--- src/rtl/reg_wb_arbiter_pkg.sv ---
// Shared widths and types for the register write-back arbiter.
package reg_wb_arbiter_pkg;

  localparam int WB_ADDR_W    = 5;
  localparam int WB_DATA_W    = 32;
  localparam int WB_REG_NUM   = 32;
  localparam int WB_BUF_DEPTH = 2;

  // mem wins this many times in a row before a waiting ex entry is forced out
  localparam logic [1:0] WB_STARV_MAX = 2'd2;

  typedef enum logic [1:0] {
    SRC_NONE,
    SRC_EX,
    SRC_MEM
  } wb_src_e;

endpackage

--- src/rtl/reg_wb_arbiter_fifo.sv ---
// Sync FIFO of {addr,data} with full/empty flags and per-entry addr/valid taps.
module wb_fifo #(
  parameter int DEPTH = 2,
  parameter int AW    = 5,
  parameter int DW    = 32
) (
  input  logic              clk,
  input  logic              rst,
  input  logic              push,
  input  logic [AW-1:0]     push_addr,
  input  logic [DW-1:0]     push_data,
  input  logic              pop,
  output logic              full,
  output logic              empty,
  output logic [AW-1:0]     head_addr,
  output logic [DW-1:0]     head_data,
  output logic [DEPTH-1:0]  tap_valid,
  output logic [DEPTH*AW-1:0] tap_addr
);

  localparam int PW = $clog2(DEPTH);

  logic [PW:0]      wr_q, wr_d;
  logic [PW:0]      rd_q, rd_d;
  logic [DEPTH-1:0] vld_q, vld_d;
  logic [AW-1:0]    addr_q [DEPTH];
  logic [AW-1:0]    addr_d [DEPTH];
  logic [DW-1:0]    data_q [DEPTH];
  logic [DW-1:0]    data_d [DEPTH];

  assign empty = (wr_q == rd_q);
  assign full  = (wr_q[PW] != rd_q[PW]) &&
                 (wr_q[PW-1:0] == rd_q[PW-1:0]);

  assign head_addr = addr_q[rd_q[PW-1:0]];
  assign head_data = data_q[rd_q[PW-1:0]];
  assign tap_valid = vld_q;

  always_comb begin
    tap_addr = '0;
    for (int i = 0; i < DEPTH; i++) begin
      tap_addr[i*AW +: AW] = addr_q[i];
    end
  end

  always_comb begin
    wr_d   = wr_q;
    rd_d   = rd_q;
    vld_d  = vld_q;
    addr_d = addr_q;
    data_d = data_q;
    if (pop) begin
      vld_d[rd_q[PW-1:0]] = 1'b0;
      rd_d = rd_q + 1'b1;
    end
    if (push) begin
      vld_d[wr_q[PW-1:0]]  = 1'b1;
      addr_d[wr_q[PW-1:0]] = push_addr;
      data_d[wr_q[PW-1:0]] = push_data;
      wr_d = wr_q + 1'b1;
    end
  end

  always_ff @(posedge clk) begin
    if (!rst) begin
      wr_q   <= '0;
      rd_q   <= '0;
      vld_q  <= '0;
      addr_q <= '{default: '0};
      data_q <= '{default: '0};
    end else begin
      wr_q   <= wr_d;
      rd_q   <= rd_d;
      vld_q  <= vld_d;
      addr_q <= addr_d;
      data_q <= data_d;
    end
  end

endmodule

--- src/rtl/reg_wb_arbiter.sv ---
// Merges ex and mem result streams onto the register-file write port.
// Define WB_PERF_CNT_EN to add the wb_cnt/stall_cnt performance counters.
module reg_wb_arbiter
  import reg_wb_arbiter_pkg::*;
#(
  parameter int ADDR_W    = WB_ADDR_W,
  parameter int DATA_W    = WB_DATA_W,
  parameter int BUF_DEPTH = WB_BUF_DEPTH
) (
  input  logic              clk,
  input  logic              rst,
  input  logic              ex_valid,
  output logic              ex_ready,
  input  logic [ADDR_W-1:0] ex_addr,
  input  logic [DATA_W-1:0] ex_data,
  input  logic              mem_valid,
  output logic              mem_ready,
  input  logic [ADDR_W-1:0] mem_addr,
  input  logic [DATA_W-1:0] mem_data,
  output logic              write_request,
  output logic [ADDR_W-1:0] w_addr,
  output logic [DATA_W-1:0] w_data,
  input  logic [ADDR_W-1:0] q_addr,
  output logic              q_pending
`ifdef WB_PERF_CNT_EN
  ,
  output logic [31:0]       wb_cnt,
  output logic [31:0]       stall_cnt
`endif
);

  logic                      ex_full, ex_empty, ex_push, ex_pop;
  logic                      mem_full, mem_empty, mem_push, mem_pop;
  logic [ADDR_W-1:0]         ex_head_addr, mem_head_addr;
  logic [DATA_W-1:0]         ex_head_data, mem_head_data;
  logic [BUF_DEPTH-1:0]      ex_tap_valid, mem_tap_valid;
  logic [BUF_DEPTH*ADDR_W-1:0] ex_tap_addr, mem_tap_addr;

  wb_src_e           src;
  logic              ex_first, mem_go, hit;
  logic [1:0]        starv_q, starv_d;
  logic              wr_q, wr_d;
  logic [ADDR_W-1:0] w_addr_q, w_addr_d;
  logic [DATA_W-1:0] w_data_q, w_data_d;

  assign ex_ready  = rst & ~ex_full;
  assign mem_ready = rst & ~mem_full;
  // r0 writes complete the handshake but never reach the FIFO
  assign ex_push   = ex_valid & ex_ready & (|ex_addr);
  assign mem_push  = mem_valid & mem_ready & (|mem_addr);
  assign ex_pop    = (src == SRC_EX);
  assign mem_pop   = (src == SRC_MEM);

  wb_fifo #(.DEPTH(BUF_DEPTH), .AW(ADDR_W), .DW(DATA_W)) u_ex_fifo (
    .clk       (clk),
    .rst       (rst),
    .push      (ex_push),
    .push_addr (ex_addr),
    .push_data (ex_data),
    .pop       (ex_pop),
    .full      (ex_full),
    .empty     (ex_empty),
    .head_addr (ex_head_addr),
    .head_data (ex_head_data),
    .tap_valid (ex_tap_valid),
    .tap_addr  (ex_tap_addr)
  );

  wb_fifo #(.DEPTH(BUF_DEPTH), .AW(ADDR_W), .DW(DATA_W)) u_mem_fifo (
    .clk       (clk),
    .rst       (rst),
    .push      (mem_push),
    .push_addr (mem_addr),
    .push_data (mem_data),
    .pop       (mem_pop),
    .full      (mem_full),
    .empty     (mem_empty),
    .head_addr (mem_head_addr),
    .head_data (mem_head_data),
    .tap_valid (mem_tap_valid),
    .tap_addr  (mem_tap_addr)
  );

  assign ex_first = ~ex_empty & (mem_empty | (starv_q == WB_STARV_MAX));
  assign mem_go   = ~mem_empty & ~ex_first;

  always_comb begin
    src      = SRC_NONE;
    wr_d     = 1'b0;
    w_addr_d = w_addr_q;
    w_data_d = w_data_q;
    unique case (1'b1)
      ex_first: begin
        src      = SRC_EX;
        wr_d     = 1'b1;
        w_addr_d = ex_head_addr;
        w_data_d = ex_head_data;
      end
      mem_go: begin
        src      = SRC_MEM;
        wr_d     = 1'b1;
        w_addr_d = mem_head_addr;
        w_data_d = mem_head_data;
      end
      default: ;
    endcase
    starv_d = (mem_go & ~ex_empty) ? starv_q + 2'd1 : 2'd0;
  end

  always_ff @(posedge clk) begin
    if (!rst) begin
      starv_q  <= '0;
      wr_q     <= 1'b0;
      w_addr_q <= '0;
      w_data_q <= '0;
    end else begin
      starv_q  <= starv_d;
      wr_q     <= wr_d;
      w_addr_q <= w_addr_d;
      w_data_q <= w_data_d;
    end
  end

  assign write_request = wr_q;
  assign w_addr        = w_addr_q;
  assign w_data        = w_data_q;

  always_comb begin
    hit = wr_q & (w_addr_q == q_addr);
    for (int i = 0; i < BUF_DEPTH; i++) begin
      hit = hit |
            (ex_tap_valid[i] & (ex_tap_addr[i*ADDR_W +: ADDR_W] == q_addr)) |
            (mem_tap_valid[i] & (mem_tap_addr[i*ADDR_W +: ADDR_W] == q_addr));
    end
    q_pending = (|q_addr) & hit;
  end

`ifdef WB_PERF_CNT_EN
  logic [31:0] wb_cnt_q, wb_cnt_d;
  logic [31:0] stall_cnt_q, stall_cnt_d;

  always_comb begin
    wb_cnt_d    = wb_cnt_q + {31'd0, wr_q};
    stall_cnt_d = stall_cnt_q +
                  {31'd0, (ex_valid & ~ex_ready) | (mem_valid & ~mem_ready)};
  end

  always_ff @(posedge clk) begin
    if (!rst) begin
      wb_cnt_q    <= '0;
      stall_cnt_q <= '0;
    end else begin
      wb_cnt_q    <= wb_cnt_d;
      stall_cnt_q <= stall_cnt_d;
    end
  end

  assign wb_cnt    = wb_cnt_q;
  assign stall_cnt = stall_cnt_q;
`endif

endmodule

--- config.mk ---
export PLATFORM = sky130hd
export DESIGN_NAME = reg_wb_arbiter
export DESIGN_NICKNAME = d
export VERILOG_FILES = /design/src/rtl/reg_wb_arbiter_pkg.sv /design/src/rtl/reg_wb_arbiter_fifo.sv /design/src/rtl/reg_wb_arbiter.sv
export SDC_FILE = /design/constraint.sdc
export NUM_CORES = 1
export LEC_CHECK = 0
export CELL_PAD_IN_SITES_DETAIL_PLACEMENT = 1
export CELL_PAD_IN_SITES_GLOBAL_PLACEMENT = 1
export CORE_ASPECT_RATIO = 1.4
export CORE_MARGIN = 3
export CORE_UTILIZATION = 37
export DETAILED_ROUTE_END_ITERATION = 7
export GPL_TIMING_DRIVEN = 0
export HOLD_SLACK_MARGIN = 0.1
export PLACE_DENSITY_LB_ADDON = 0.25
export SLEW_MARGIN = 10
export SYNTH_ARGS = -nofsm -noshare
export SYNTH_HDL_FRONTEND = slang
export SYNTH_SLANG_ARGS = --single-unit
--- constraint.sdc ---
create_clock -name clk -period 4.6 [get_ports clk]
set_clock_uncertainty 0.15 [all_clocks]
set_input_delay 0.69 -clock clk [delete_from_list [all_inputs] [get_ports clk]]
set_output_delay 0.69 -clock clk [all_outputs]
set_load 0.005 [all_outputs]
==> results of run 1 <==
-- where the power goes --
part / leakage [nW] / switching, mW / internal (mW)
clock: 0.290 / 0.715 / 0.869
combinational: 1.83 / 0.665 / 0.507
sequential: 1.62 / 0.0799 / 1.86
-- how the worst max path moves through the flow --
stage / to / slack, ns / cells after the start / start
5_1_grt: q_pending / 1.23 / 7 / q_addr[2]
3_3_place_gp: u_ex_fifo.data_q[28] / 1.28 / 6 / rst
3_5_place_dp: u_ex_fifo.data_q[23] / 1.25 / 6 / rst
4_1_cts: q_pending / 1.39 / 7 / q_addr[3]
2_1_floorplan: q_pending / 2.14 / 6 / q_addr[2]
6_report: q_pending / 1.37 / 7 / q_addr[2]
-- cells in the final DEF (no fill, tap or decap), types with 10 or more instances in the layout --
cell and n:
buf_2 18, xnor2_1 10, o21ai_1 40, nor2b_1 113, o22ai_1 37, nand2_1 78
mux2i_1 186, clkbuf_16 17, dfxtp_1 200, xor2_1 25, a22o_1 37, clkbuf_1 38
clkdlybuf4s50_1 118
-- logic make-up after synthesis --
logic type                 Yosys count  share of synthesized area
and+or+nand+nor                    224                     0.1397
adders and majority gates            1                   0.001450
DFF                                200                     0.4641
muxes                              186                     0.2158
AOI/OAI and AO/OA                  129                     0.1008
buffers and inverters               75                    0.04264
xor gates and xnor gates            35                    0.03553
-- state kept, by name (all words and copies together) (netlist names) --
signal and flops:
u_ex_fifo.data_q 64, u_mem_fifo.data_q 64, w_data 32, u_ex_fifo.tap_addr 10, u_mem_fifo.tap_addr 10, w_addr 5, starv_q 2, u_ex_fifo.rd_q 2
u_ex_fifo.tap_valid 2, u_ex_fifo.wr_q 2, u_mem_fifo.rd_q 2, u_mem_fifo.tap_valid 2, u_mem_fifo.wr_q 2, write_request 1
-- metal layers --
| layer | vias to the layer above | track usage |
|---|---|---|
| li1 | 3219 | - |
| met1 | 3187 | 0.2398 |
| met2 | 108 | 0.3514 |
| met3 | 27 | 0.03047 |
| met4 | 0 | 0.06323 |
| met5 | - | 0 |
-- area by class of cell --
cell class                      count  area, um^2  area share
Multi-Input combinational cell    575        4255      0.3940
Sequential cell                   200        4004      0.3707
Timing Repair Buffer              118        1181      0.1093
Clock buffer                       17       425.4     0.03938
Tap cell                          301       376.6     0.03487
Buffer                             69       345.3     0.03197
Clock inverter                     15       191.4     0.01772
Inverter                            6       22.52    0.002085
-- per-stage QoR --
step                      instance area (um^2)  instances  power, mW  hold WS (ns)
final                                    10800       1301      4.698        0.2698
after global routing                     10800       1301      4.921        0.3017
after CTS                                10800       1301      4.742        0.2671
after detailed placement                 10180       1269      3.159        0.2564
after global placement                   10180       1269      3.137        0.2505
after floorplan                           8627        850      2.691        0.2425
==> impl_results.md, run 1 <==
- Status: completed
- Die Span Y: 186.7 um
- Fmax: approximately 0.31 GHz
- Antenna violations before repair: 0
- Most frequent cells after synthesis: dfxtp_1, mux2i_1, nor2b_1, nand2_1, o21ai_1
- Warnings from Yosys: 0
- Crit path max fanout: 6
- Root Buffer: clkbuf_16
- Worst-case vdd ir drop: 0.0003007 V
- #FFs+latches synth: 200
- CP dominant cell by count: nand3_1
- Share of the synthesized area in the top cell type: 0.4641
- CTS tree: done
- First-pass GRT wire length: ~39,000 um
- CP max stage delay: 0.50 ns
- Drt first pass iters: 4
- RSZ-0062 raised after global routing: no
- Fraction of layout instances using a drive strength above 1: 0.06800
- Core area: 22,770 um^2
- Kind of end point of the critical path: output port
- DR WL met3: about 640 um
- Worst R2R End: w_data[21]
- ANT nets after route: 0
- Cells along the critical path: clkbuf_1 -> xor2_1 -> nor4_1 -> nand3_1 -> nand3_1 -> o22a_1 -> clkdlybuf4s50_1
- Post-synth EDFFs: 0
- Place WS: 1.254 ns
- Fin worst setup slack: 1.374 ns
- Worst setup SP type: input pin
- Port buffer count: 118
- R2R cell count: 8
- Routed WL per cell: 18.78 um
- Slowest CP cell: clkdlybuf4s50_1
- Post-route DRC: 0
- Setup TNS: 0 ns
- Setup Buffers After CTS: 0
- Final core occ: 0.4743
- Mapped Nets: 934
- I/O pins: 124
- Netlist cell types: 34
- Initial DRC Count: 246
- Remaining Overflow, GRT: 0
- Gr usage total: 0.1966
- Rows: 65
- Final wirelength: 24,440 um
- Via/cell ratio: 5.028
- Static leakage: 3.747 nW
- Total CTS buffers: 17
- Final setup violation count: 0
- Pin count of the biggest net entering global routing: 19
- Clock buffer depth: 2
- Final Critical Period: around 3.2 ns
- Ratio of final minimum period to clock period: 0.7012
- CP bufs+invs: 2
- GP Congestion: between 0.8 and 0.9
- Max Slew Vio Count: 0
- Hold Fails Final Rpt: 0
- Via count: 6,541
- Initial Util: 0.3788
- Synth area leaders: dfxtp_1, mux2i_1, nor2b_1, a22o_1, nand2_1
- # fillers: between 2,000 and 3,000
- Vias in the first global route: 7,062
- Post-CTS Hold Fix Bufs: 0
- Mapped Cells: 850
- Antenna cells: 0
- Worst hold path type: reg -> reg
- Met2 wire length: 12,550 um
- Clk sinks: 200
- Clk slew on worst S/H paths: 0.07 ns
- Crit path arrival time: between 2 and 2.5 ns
- Hold endpoint: starv_q[0]
- Detail Placement HPWL: 17,770 um
- Register area share after synthesis: 0.4641
- Area growth, synth to finish: 25.21%
- DRT met1 WL: approximately 11,000 um
- Critical path class: in -> out
- Syn Std Cell Area: 8627 um^2
- Primary FF master, synth: dfxtp_1
- Largest delay contributor family on the critical path: buffers and inverters
- Flop-to-flop setup slack: between 2 and 2.5 ns
- Count leader, synth: dfxtp_1
- DR top layer: met4
- Async S/R FF share, synth: 0
- Die Wd: between 100 and 150 um
- Worst r2r src: u_mem_fifo.rd_q[0]
- Yosys top cell by area: dfxtp_1
- Hold path start: starv_q[0]
- Slew @ Worst Pin: 0.8994 ns
- Cell Pwr Density: 434.9 nW/um^2
- Die Area: roughly 25,000 um^2
- Post-synthesis average cell area: 10.15 um^2
- Normalized max-slew margin: 0.4004
- H-tree levels: 4
- Cell depth of the worst hold path: 1
- Clock Latency Late Sink: 0.44 ns
- Post_cts resized: 0
- Max-Cap Viols: 0
- NumNets Final: about 1,100
- Req. time, crit path: 3.76 ns
Power figures use the tool's default switching activity.
==> run 2: changes to the inputs <==
==> constraint.sdc (replaced) <==
create_clock -name clk -period 2.7 [get_ports clk]
set_clock_uncertainty 0.15 [all_clocks]
set_input_delay 0.405 -clock clk [delete_from_list [all_inputs] [get_ports clk]]
set_output_delay 0.405 -clock clk [all_outputs]
set_load 0.005 [all_outputs]
==> run 2 against run 1 <==
Clock power rose by 71%. Global-route usage is 0.063 points higher. Die area unchanged. Combinational power is 71% higher. Power grew 70%. Critical path type is now reg -> out. Highest routed layer unchanged. Worst hold slack lost 0.0033 ns. Flip-flop and latch count did not move.
==> impl_results.md, run 2 (synthesized netlist as in run 1, its figures left out) <==
- Routed WL per cell: 18.82 um (+0.19%)
- Placed Instances: 1,269 (unchanged)
- Most common cell after layout, fill and taps aside: dfxtp_1
- Die Area: 25,210 um^2 (unchanged)
- Die Wd: 135.1 um (unchanged)
- Crit path arrival time: 1.97 ns (-0.42 ns)
- Port buffer count: 118 (unchanged)
- Final setup violation count: 0 (unchanged)
- Static leakage: 3.756 nW (+0.24%)
- Hold Fails Final Rpt: 0 (unchanged)
- Total CTS buffers: 17 (unchanged)
- Antenna cells: 0 (unchanged)
- Normalized max-slew margin: 0.4185 (+0.01810)
- Setup Buffers After CTS: 0 (unchanged)
- Finished Layout Cells: 1,301 (unchanged)
- Rows: 65 (unchanged)
- Psw: 2.489 mW (+70%)
- Area growth, synth to finish: 25.37%
- Clock buffer depth: 2 (unchanged)
- # fillers: 2,591 (-0.12%)
- Critical path class: reg -> out
- Remaining Overflow, GRT: 0 (unchanged)
- Post-route DRC: 0 (unchanged)
- R2R cell count: 8 (unchanged)
- Max Slew Vio Count: 0 (unchanged)
- Cell Area, Placed: 10,180 um^2 (unchanged)
- Flop-to-flop setup slack: 0.33 ns (-1.91 ns)
- Hold path start: starv_q[0]
- First-pass GRT wire length: 39,120 um (+0.25%)
- H-tree levels: 4 (unchanged)
- I/O pins: 124 (unchanged)
- NumNets Final: 1,071 (unchanged)
- Commonest cells after routing, fill and taps aside: dfxtp_1, mux2i_1, clkdlybuf4s50_1
- Setup TNS: 0 ns (unchanged)
- Clk sinks: 200 (unchanged)
- Via/cell ratio: 5.018 (-0.20%)
- Fraction of layout instances using a drive strength above 1: 0.07200 (+0.004000)
- GP Congestion: 0.8137 (unchanged)
- Status: completed
- ANT nets after route: 0 (unchanged)
- Hold endpoint: starv_q[0]
- Crit path max fanout: 4 (-2)
- Post-CTS Hold Fix Bufs: 0 (unchanged)
- Via count: 6,528 (-0.20%)
- Cell Pwr Density: 740.2 nW/um^2 (+70%)
- Antenna violations before repair: 0 (unchanged)
- Clock Latency Late Sink: 0.44 ns (about the same)
- Die Span Y: 186.7 um (unchanged)
- Vias in the first global route: 7,081 (+0.27%)
- Design area: 10,820 um^2 (+0.13%)
- Final Critical Period: 2.523 ns
- Worst setup SP type: flip-flop
- Clk slew on worst S/H paths: 0.07 ns (about the same)
- Kind of end point of the critical path: output port
- Final wirelength: 24,480 um (+0.19%)
- RSZ-0062 raised after global routing: no
- Drt first pass iters: 4 (unchanged)
- WHS: 0.2665 ns (-0.003321 ns)
- Worst hold path type: reg -> reg
- Ratio of final minimum period to clock period: 0.9344
- Detail Placement HPWL: 17,770 um (unchanged)
- Max-Cap Viols: 0 (unchanged)
- Initial DRC Count: 206 (-16%)
- Root Buffer: clkbuf_16
- Switch share: 0.3109 (about the same)
- Flop pwr share: 0.413 (about the same)
- Fmax: between 0.3 and 0.4 GHz
- Worst r2r src: u_mem_fifo.rd_q[0]
- Slew @ Worst Pin: 0.8723 ns (-0.02716 ns)
- Cell depth of the worst hold path: 1 (unchanged)
- Initial Util: 0.3788 (unchanged)
- Clock power frac: 0.337 (about the same)
- Combinational fraction of design power: 0.250 (about the same)
- CTS tree: done
- Req. time, crit path: 2.14 ns (-1.62 ns)
- Core area: 22,770 um^2 (unchanged)
- Gr usage total: 0.1972 (+0.0006259)
- Worst R2R End: w_data[21]
- Worst-case vdd ir drop: 0.0005104 V (+70%)
- Pint: 5.517 mW (+70%)
- Pin count of the biggest net entering global routing: 19 (unchanged)
==> run 2: power by group through the flow <==
| stage | clock network (mW) | logic (mW) | registers (mW) |
|---|---|---|---|
| after CTS | 2.75 | 2.03 | 3.31 |
| after detailed placement | 0 | 2.01 | 3.37 |
| after global placement | 0 | 1.98 | 3.36 |
| after floorplan | 0 | 1.24 | 3.34 |
| final | 2.70 | 2.00 | 3.31 |
| after global routing | 2.88 | 2.18 | 3.33 |
==> run 2: timing repair <==
| item | 4_1_cts | 5_1_grt |
|---|---|---|
| gates cloned | 0 | 0 |
| resized for setup | 4 | 3 |
| pin swaps | 2 | 0 |
| endpoints found under the setup margin | 1 | 7 |
==> run 2: critical path, cell delays in order (launching register included) <==
cell and delay, ns:
dfxtp_1 0.33, xnor2_1 0.33, o21ai_1 0.22, inv_1 0.12
clkdlybuf4s50_1 0.52
==> run 2: worst max path at each step <==
stage | from | endpoint | slack (ns) | cells past startpoint
3_3_place_gp | rst | u_ex_fifo.data_q[28] | -0.34 | 6
2_1_floorplan | mem_addr[0] | u_mem_fifo.wr_q[1] | 0.68 | 7
5_1_grt | rst | u_mem_fifo.data_q[0] | 0.001 | 5
3_5_place_dp | rst | u_ex_fifo.data_q[23] | -0.36 | 6
6_report | u_ex_fifo.wr_q[1] | ex_ready | 0.18 | 4
4_1_cts | rst | u_ex_fifo.data_q[26] | 0.09 | 6
==> run 2: area by class of cell <==
type | count | area (um^2) | share of cell area
Multi-Input combinational cell | 575 | 4268 | 0.3946
Sequential cell | 200 | 4005 | 0.3703
Timing Repair Buffer | 118 | 1180 | 0.1091
Clock buffer | 17 | 425.4 | 0.03933
Tap cell | 301 | 376.6 | 0.03482
Buffer | 69 | 346.6 | 0.03205
Clock inverter | 15 | 191.4 | 0.01770
Inverter | 6 | 22.52 | 0.002082
==> run 2: metrics by stage <==
stage	util	worst slack [ns]	power [mW]
floorplan	-	0.6788	4.584
global placement	0.4473	-0.3359	5.345
detailed placement	0.4473	-0.3614	5.381
CTS	0.4749	0.08547	8.082
global route	0.4749	0.001412	8.390
finish	0.4749	0.1770	8.005
==> run 2: layer usage <==
layer | share of wire | vias up | track usage
met5 | 0 | - | 0
met2 | 0.52 | 105 | 0.3539
met1 | 0.44 | 3182 | 0.2396
li1 | - | 3215 | -
met3 | 0.025 | 26 | 0.03020
met4 | 0.021 | 0 | 0.06323
==> run 3: changes to the inputs <==
--- a/config.mk
+++ b/config.mk
@@ -10,6 +10,7 @@
 export CORE_ASPECT_RATIO = 1.4
 export CORE_MARGIN = 3
 export CORE_UTILIZATION = 37
+export CTS_BUF_LIST = sky130_fd_sc_hd__clkbuf_16
 export DETAILED_ROUTE_END_ITERATION = 7
 export GPL_TIMING_DRIVEN = 0
 export HOLD_SLACK_MARGIN = 0.1
==> results of run 3 <==
No change in the layout: final DEF, timing and power equal those of run 2.
